File: src/rtl/adc_seq_ctrl.sv
// adc_seq_ctrl: conversion sequencer for the 5-bit SARADC.
// It issues GO, follows the SAMPLE/VALID handshake, and accumulates 2^OSR results per burst.
// It then presents the averaged result and raw sum, and keeps sticky OVERRUN/TIMEOUT flags.
// Continuous mode inserts a programmable gap between conversions.
module adc_seq_ctrl #(
    parameter int RES_W   = 5,
    parameter int ACC_W   = 8,
    parameter int PER_W   = 8,
    parameter int TMO_CYC = 64
) (
    input  logic             clk_i,
    input  logic             rst_ni,
    input  logic             en_i,
    input  logic             mode_i,
    input  logic             start_i,
    input  logic [1:0]       osr_i,
    input  logic [PER_W-1:0] period_i,
    input  logic             clr_flags_i,
    input  logic             ack_i,
    input  logic             adc_sample_i,
    input  logic             adc_valid_i,
    input  logic [RES_W-1:0] adc_result_i,
    output logic             adc_go_o,
    output logic [RES_W-1:0] data_o,
    output logic [ACC_W-1:0] sum_o,
    output logic             data_valid_o,
    output logic             pending_o,
    output logic             overrun_o,
    output logic             timeout_o,
    output logic             busy_o
);
    localparam int TMR_W = $clog2(TMO_CYC + 1);
    localparam int CNT_W = 4;

    typedef enum logic [2:0] {S_IDLE, S_ARM, S_CONV, S_WAIT, S_DONE} state_t;

    state_t           state_q, state_d;
    logic [ACC_W-1:0] acc_q, acc_d;
    logic [CNT_W-1:0] cnt_q, cnt_d;
    logic [1:0]       osr_q, osr_d;
    logic [PER_W-1:0] gap_q, gap_d;
    logic [TMR_W-1:0] tmr_q, tmr_d;
    logic [RES_W-1:0] data_q, data_d;
    logic [ACC_W-1:0] sum_q, sum_d;
    logic             pending_q, pending_d;
    logic             overrun_q, overrun_d;
    logic             timeout_q, timeout_d;
    logic             adc_go_q, data_valid_q, busy_q;
    logic             ovr_set, tmo_set;
    logic [CNT_W-1:0] last_idx;
    logic             tmr_expired;

    // Index of the final sample of a burst, and handshake watchdog expiry.
    assign last_idx    = (CNT_W'(1) << osr_q) - CNT_W'(1);
    assign tmr_expired = (tmr_q == TMR_W'(TMO_CYC - 1));

    // Next-state, datapath and flag logic; every target defaults to hold.
    always_comb begin
        state_d   = state_q;
        acc_d     = acc_q;
        cnt_d     = cnt_q;
        osr_d     = osr_q;
        gap_d     = gap_q;
        tmr_d     = tmr_q;
        data_d    = data_q;
        sum_d     = sum_q;
        pending_d = pending_q;
        ovr_set   = 1'b0;
        tmo_set   = 1'b0;

        case (state_q)
            S_IDLE: begin
                if (en_i && (mode_i || start_i)) begin
                    state_d = S_ARM;
                    acc_d   = '0;
                    cnt_d   = '0;
                    osr_d   = osr_i;
                    tmr_d   = '0;
                end
            end
            S_ARM: begin
                if (!en_i) begin
                    state_d = S_IDLE;
                end else if (adc_sample_i) begin
                    state_d = S_CONV;
                    tmr_d   = '0;
                end else if (tmr_expired) begin
                    state_d = S_IDLE;
                    tmo_set = 1'b1;
                end else begin
                    tmr_d = tmr_q + TMR_W'(1);
                end
            end
            S_CONV: begin
                if (!en_i) begin
                    state_d = S_IDLE;
                end else if (adc_valid_i) begin
                    acc_d = acc_q + ACC_W'(adc_result_i);
                    cnt_d = cnt_q + CNT_W'(1);
                    if (cnt_q == last_idx) begin
                        state_d = S_DONE;
                    end else begin
                        state_d = S_WAIT;
                        gap_d   = period_i;
                    end
                end else if (tmr_expired) begin
                    state_d = S_IDLE;
                    tmo_set = 1'b1;
                end else begin
                    tmr_d = tmr_q + TMR_W'(1);
                end
            end
            S_WAIT: begin
                // PERIOD of 0 or 1 both give a single gap cycle.
                if (!en_i) begin
                    state_d = S_IDLE;
                end else if (gap_q <= PER_W'(1)) begin
                    state_d = S_ARM;
                    tmr_d   = '0;
                end else begin
                    gap_d = gap_q - PER_W'(1);
                end
            end
            S_DONE: begin
                if (mode_i && en_i) begin
                    state_d = S_WAIT;
                    acc_d   = '0;
                    cnt_d   = '0;
                    gap_d   = period_i;
                end else begin
                    state_d = S_IDLE;
                end
            end
            default: state_d = S_IDLE;
        endcase

        // Result is published on entry to DONE so DATA and DATA_VALID line up.
        if (state_d == S_DONE) begin
            data_d = RES_W'(acc_d >> osr_q);
            sum_d  = acc_d;
        end

        // ACK sampled during DONE cannot clear the result DONE itself delivers.
        if (state_q == S_DONE) begin
            pending_d = 1'b1;
            ovr_set   = pending_q && !ack_i;
        end else if (ack_i) begin
            pending_d = 1'b0;
        end

        // Set events win over a simultaneous clear.
        overrun_d = ovr_set | (overrun_q & ~clr_flags_i);
        timeout_d = tmo_set | (timeout_q & ~clr_flags_i);
    end

    // State and output registers; outputs derive from the next state so they are glitch-free.
    always_ff @(posedge clk_i or negedge rst_ni) begin
        if (!rst_ni) begin
            state_q      <= S_IDLE;
            acc_q        <= '0;
            cnt_q        <= '0;
            osr_q        <= '0;
            gap_q        <= '0;
            tmr_q        <= '0;
            data_q       <= '0;
            sum_q        <= '0;
            pending_q    <= 1'b0;
            overrun_q    <= 1'b0;
            timeout_q    <= 1'b0;
            adc_go_q     <= 1'b0;
            data_valid_q <= 1'b0;
            busy_q       <= 1'b0;
        end else begin
            state_q      <= state_d;
            acc_q        <= acc_d;
            cnt_q        <= cnt_d;
            osr_q        <= osr_d;
            gap_q        <= gap_d;
            tmr_q        <= tmr_d;
            data_q       <= data_d;
            sum_q        <= sum_d;
            pending_q    <= pending_d;
            overrun_q    <= overrun_d;
            timeout_q    <= timeout_d;
            adc_go_q     <= (state_d == S_ARM);
            data_valid_q <= (state_d == S_DONE);
            busy_q       <= (state_d != S_IDLE);
        end
    end

    assign adc_go_o     = adc_go_q;
    assign data_o       = data_q;
    assign sum_o        = sum_q;
    assign data_valid_o = data_valid_q;
    assign pending_o    = pending_q;
    assign overrun_o    = overrun_q;
    assign timeout_o    = timeout_q;
    assign busy_o       = busy_q;
endmodule

File: config.mk
export PLATFORM = sky130hd
export DESIGN_NAME = adc_seq_ctrl
export DESIGN_NICKNAME = d
export VERILOG_FILES = /design/src/rtl/adc_seq_ctrl.sv
export SDC_FILE = /design/constraint.sdc
export NUM_CORES = 1
export LEC_CHECK = 0
export ABC_CLOCK_PERIOD_IN_PS = 3100
export BUFFER_PORTS_ARGS = -buffer_cell sky130_fd_sc_hd__buf_2
export CAP_MARGIN = 20
export CORE_MARGIN = 1.5
export CORE_UTILIZATION = 57
export CTS_CLUSTER_DIAMETER = 60
export CTS_CLUSTER_SIZE = 8
export DETAILED_ROUTE_END_ITERATION = 12
export PLACE_DENSITY = 0.81
export SLEW_MARGIN = 25
export SYNTH_ARGS = -nofsm -noshare
export SYNTH_HDL_FRONTEND = slang
export SYNTH_SLANG_ARGS = --single-unit
export TNS_END_PERCENT = 50
File: constraint.sdc
create_clock -name clk_i -period 3.1 [get_ports clk_i]
set_clock_uncertainty 0.15 [all_clocks]
set_input_delay 0.155 -clock clk_i [delete_from_list [all_inputs] [get_ports clk_i]]
set_output_delay 0.155 -clock clk_i [all_outputs]
set_load 0.03 [all_outputs]
## Word level (Yosys, flattened, before mapping)

Cells that the tools add are included.
W data, S select, Z words.

- Register bits: 51
- Bits of input ports: 24
- Output and inout bits: 19
- Word-level logic and storage cells: 106

- $add $sub $neg: 5
- Order comparisons: 1
- Equal/unequal tests: 18
- Shift-type cells: 2
- Muxes and demuxes: 46
- Bitwise operators: 5
- Reduce and logical (&&, ||, !) cells: 15

Operators with widths:

| cell | count |
|---|---|
| $mux W8 | 10 |
| $mux W7 | 8 |
| $pmux W8 S3 | 2 |
| $pmux W7 S4 | 1 |
| $mux W3 | 9 |
| $ne A2 B2 Y1 const B | 10 |
| $mux W4 | 4 |
| $pmux W3 S5 | 1 |
| $reduce_and A7 Y1 | 2 |
| $pmux W4 S3 | 1 |
| $reduce_bool A3 Y1 | 3 |
| $add A8 B5 Y8 | 1 |
| $le A8 B1 Y1 const B | 1 |
| $mux W1 | 8 |
| $shr A8 B2 Y5 | 1 |
| $sub A8 B1 Y8 const B | 1 |
| $add A7 B1 Y7 const B | 1 |
| $eq A7 B6 Y1 const B | 1 |
| $eq A3 B1 Y1 const B | 2 |
| $eq A3 B2 Y1 const B | 2 |
| $eq A3 B3 Y1 const B | 2 |
| $reduce_and A5 Y1 | 1 |
| $add A4 B1 Y4 const B | 1 |
| $eq A4 B4 Y1 | 1 |
| other kinds (14) | 18 |

## Depth between registers and ports, before layout

- Depth after elaboration: 8
- Depth in mapped cells: 10
- Mapped depth without buffers: 10

## Worst setup path after synthesis

No wires, ideal clock.

- Path type: register to register
- From: register acc_q[0]
- To: register data_q[3] (netlist: data_o[3])
- Data arrival time: 2.043 ns
- Path slack: 0.781 ns
- Cell stages (with the launch flop): 10
- Path buffers: 0
- Cell sequence: dfrtp_1 -> ha_1 -> inv_1 -> fa_1 -> nor2b_1 -> o21ai_0 -> or3b_1 -> a32oi_1 -> mux2i_1 -> a221o_1

- Cells in the longest elaborated chain, start to end: 5

RTL lines:

| element | RTL line | text |
|---|---|---|
| from (decl) | 38 | `logic [ACC_W-1:0] acc_q, acc_d;` |
| from (signal assigned) | 160 | `acc_q <= '0;` |
| from (signal assigned) | 175 | `acc_q <= acc_d;` |
| $add A8 B5 Y8 | 98 | `acc_d = acc_q + ACC_W'(adc_result_i);` |
| $mux W8 | 97 | `end else if (adc_valid_i) begin` |
| $mux W8 | 95 | `if (!en_i) begin` |
| $pmux W8 S3 * | 71 | `case (state_q)` |
| $shr A8 B2 Y5 * | 139 | `data_d = RES_W'(acc_d >> osr_q);` |
| to (signal assigned) | 180 | `data_q <= data_d;` |
| to (decl) | 43 | `logic [RES_W-1:0] data_q, data_d;` |

Every way passes the cells marked *; elsewhere a longest branch is shown, timed or not.
A chain may end at the register's enable or synchronous reset.

## Worst setup path in the final report

Same ends and word-level chain as after synthesis.

==> flow_summary.ini <==
[die]
die_w_um = 74.4
core_um2 = 4820
die-height_um = 74.4
placementRows = 25
io_pins = 43
initial_core_util = 0.604
die-area_um2 = 5540

[power_and_ir_drop]
vdd_ir_drop_max_mv = 0.489
p_seq_frac = 0.441
p_per_area_nw_per_um2 = 604
swShare = 0.362
p_clk_frac = 0.204
p_int_mw = 1.30
p_total_mw = 2.04
p_comb_frac = 0.355
leakagePower_nw = 1.64
p_switching_mw = 0.738

[critical_path]
rr_worst_depth = 9
crit_end = data_o[3]
cp.arrival_ns = 2.71
crit_required_ns = 3.14
crit_cells = 9
max_stage_delay_ns = 0.46
critPathBufInv = 1
cpMaxStageDelayCell = a32oi_1
path_class = reg -> reg
reg2reg_to = data_o[3]
crit_chain = ha_1, inv_1, fa_1, nor2b_1, o21ai_0, or3b_1, a32oi_1, mux2i_1, a221o_1
critPathLaunch = acc_q[0]
end_kind = register
start_kind = register
cp_max_fo = 6
reg2reg_slack_ns = 0.44
cpLargestDelayFamily = compound AO/OA/AOI/OAI gates
rr_startpoint = acc_q[0]

[detailed_routing]
firstDrtPassIters = 4
wirelength_um = 5990
num_vias = 2389
first_iter_violations = 166
avgRoutedWirePerCell_um = 14.3
drcViolationCount = 0
ant_nets = 0
vias_per_cell = 5.69

[synthesis]
synthTopCellsByCount = dfrtp_1, nand2_1, nor2_1, a21oi_1, inv_1
ys_ff_latch = 51
synth_area_leaders = dfrtp_1, ha_1, nand2_1
synthFlopType = dfrtp_1
synth_top_area_frac = 0.439
syn-cell-area_um2 = 2910
syn_nets = 333
yosysUniqueCellTypes = 66
synth-seq-area-share = 0.439
syn-instance-count = 299
postSynthAreaPerCell_um2 = 9.73
yosys_warnings = 0
async_reset_ff_frac = 1.00
yosys.area.top_type = dfrtp_1
yosysMostFrequentCell = dfrtp_1
synth-edff-count = 0

[sta]
slew-limit-headroom = 0.540
slew_viol_final = 0
grt_setup_unrepaired = no
fin_crit_sh = 0.859
max_freq_mhz = 376
finalSetupTns_ns = 0
finalSetupViolCount = 0
worstMarginPinSlew_ns = 0.686
hold_violations = 0
finalCriticalPeriod_ns = 2.66

[clock_tree]
clkSinkCount = 51
cts_buffer_depth = 2
htree_levels = 2
cts_resized = 0
clkTransAtPathRegs_ns = 0.09
cts-root-buf = clkbuf_8
cts_tree = yes
cts-buffers-inserted = 5
clkLatencyLatePin_ns = 0.30

[placed_design]
place.gp.congestion = 0.900
dp_hpwl_um = 4340
port_buffers = 42

[hold_path]
min_path_type = in -> reg
hold_start = period_i[5]

[global_routing]
grtUsageTotal = 0.245
antenna_found_initial = 0
grt_pass1_vias = 2235
grt_max_degree = 30
grt_overflow = 0
grt_pass1_wl_um = 10400

[final_layout]
drive_gt1_frac = 0.218
nets = 386
areaGrowthSynthToFinish_pct = 16.0
n_antenna_cell = 0

[status]
outcome = completed

[flow_run]
drv_cap = 0
## cells in the final DEF (no fill, tap or decap), types with 3 or more instances in the layout
cell type	count
xor2_1	5
a21o_1	3
buf_2	42
a21oi_1	20
ha_1	9
xnor2_1	4
nand3_1	5
nand4_1	4
mux2_2	4
a22oi_1	6
nor2b_1	6
o2bb2ai_1	4
nand2b_1	3
dfrtp_1	51
clkbuf_8	7
buf_4	5
mux4_2	3
dlygate4sd3_1	9
o211a_1	3
mux2i_1	4
and3_1	3
o211ai_1	3
a31oi_1	3
o21ai_0	17
inv_1	20
nand2_1	28
a211oi_1	3
nor2_1	26
nor3_1	4
nand3b_1	3
## power groups by stage
stage	registers [mW]	logic, mW	clock network, mW
final	0.898	0.724	0.415
after global routing	0.919	0.806	0.449
after CTS	0.896	0.721	0.423
after detailed placement	0.910	0.711	0
after global placement	0.907	0.694	0
after floorplan	0.909	0.519	0
## layout make-up
class,count,area [um^2]
Tap cell,67,83.8
Timing Repair Buffer,56,338
Inverter,21,78.8
Sequential cell,51,1280
Fill cell,403,1440
Multi-Input combinational cell,217,1500
Clock buffer,8,100
## worst min-delay path by stage
stage,slack [ns],cells past startpoint,to
finish,0.008,3,gap_q[5]
global placement,0.07,1,acc_q[2]
detailed placement,0.07,1,data_o[3]
CTS,0.008,3,gap_q[5]
floorplan,-0.29,0,acc_q[0]
global route,0.03,3,gap_q[0]
## worst reg2reg max path: stages, from the launching register on
cell     delay (ns)
dfrtp_1        0.39
ha_1           0.19
inv_1          0.07
fa_1           0.20
nor2b_1        0.07
o21ai_0        0.16
or3b_1         0.36
a32oi_1        0.46
mux2i_1        0.15
a221o_1        0.35
## sequential cells by signal, indices dropped and copies added, names as in the netlist
register	flops
state_q	3
gap_q	8
osr_q	2
pending_o	1
data_valid_o	1
sum_o	8
acc_q	8
overrun_o	1
busy_o	1
tmr_q	7
timeout_o	1
cnt_q	4
data_o	5
adc_go_o	1
## metrics by stage
stage,worst slack [ns],instance area (um^2),instances,util,hold slack [ns]
2_1_floorplan,0.781,2910,299,-,-0.291
3_3_place_gp,0.531,3180,403,0.661,0.0697
3_5_place_dp,0.462,3180,403,0.661,0.0691
4_1_cts,0.441,3370,420,0.700,0.00806
5_1_grt,0.201,3370,420,0.700,0.0296
6_report,0.437,3370,420,0.700,0.00814
## kinds of logic after synthesis
kind of cell,count (synthesis),share of synthesized area
multiplexers,12,0.0577
buffers and inverters,31,0.0465
adder cells (fa/ha/maj),10,0.0456
AND/OR/NAND/NOR,100,0.180
AO/OA/AOI/OAI,86,0.204
flip-flops,51,0.439
XOR/XNOR,9,0.0271
## repair_timing
action | CTS | global route
hold endpoints to repair | 36 | 0
buffers inserted | 0 | 0
hold buffers | 9 | 0
## metal layers
metal	track usage	vias to the layer above	wire length, um
met5	0	-	0
met4	0.0626	0	69
met3	0.0515	10	329
met2	0.364	65	2720
met1	0.366	1135	2870
li1	-	1179	-
No activity file was read; power rests on OpenSTA's default activity.
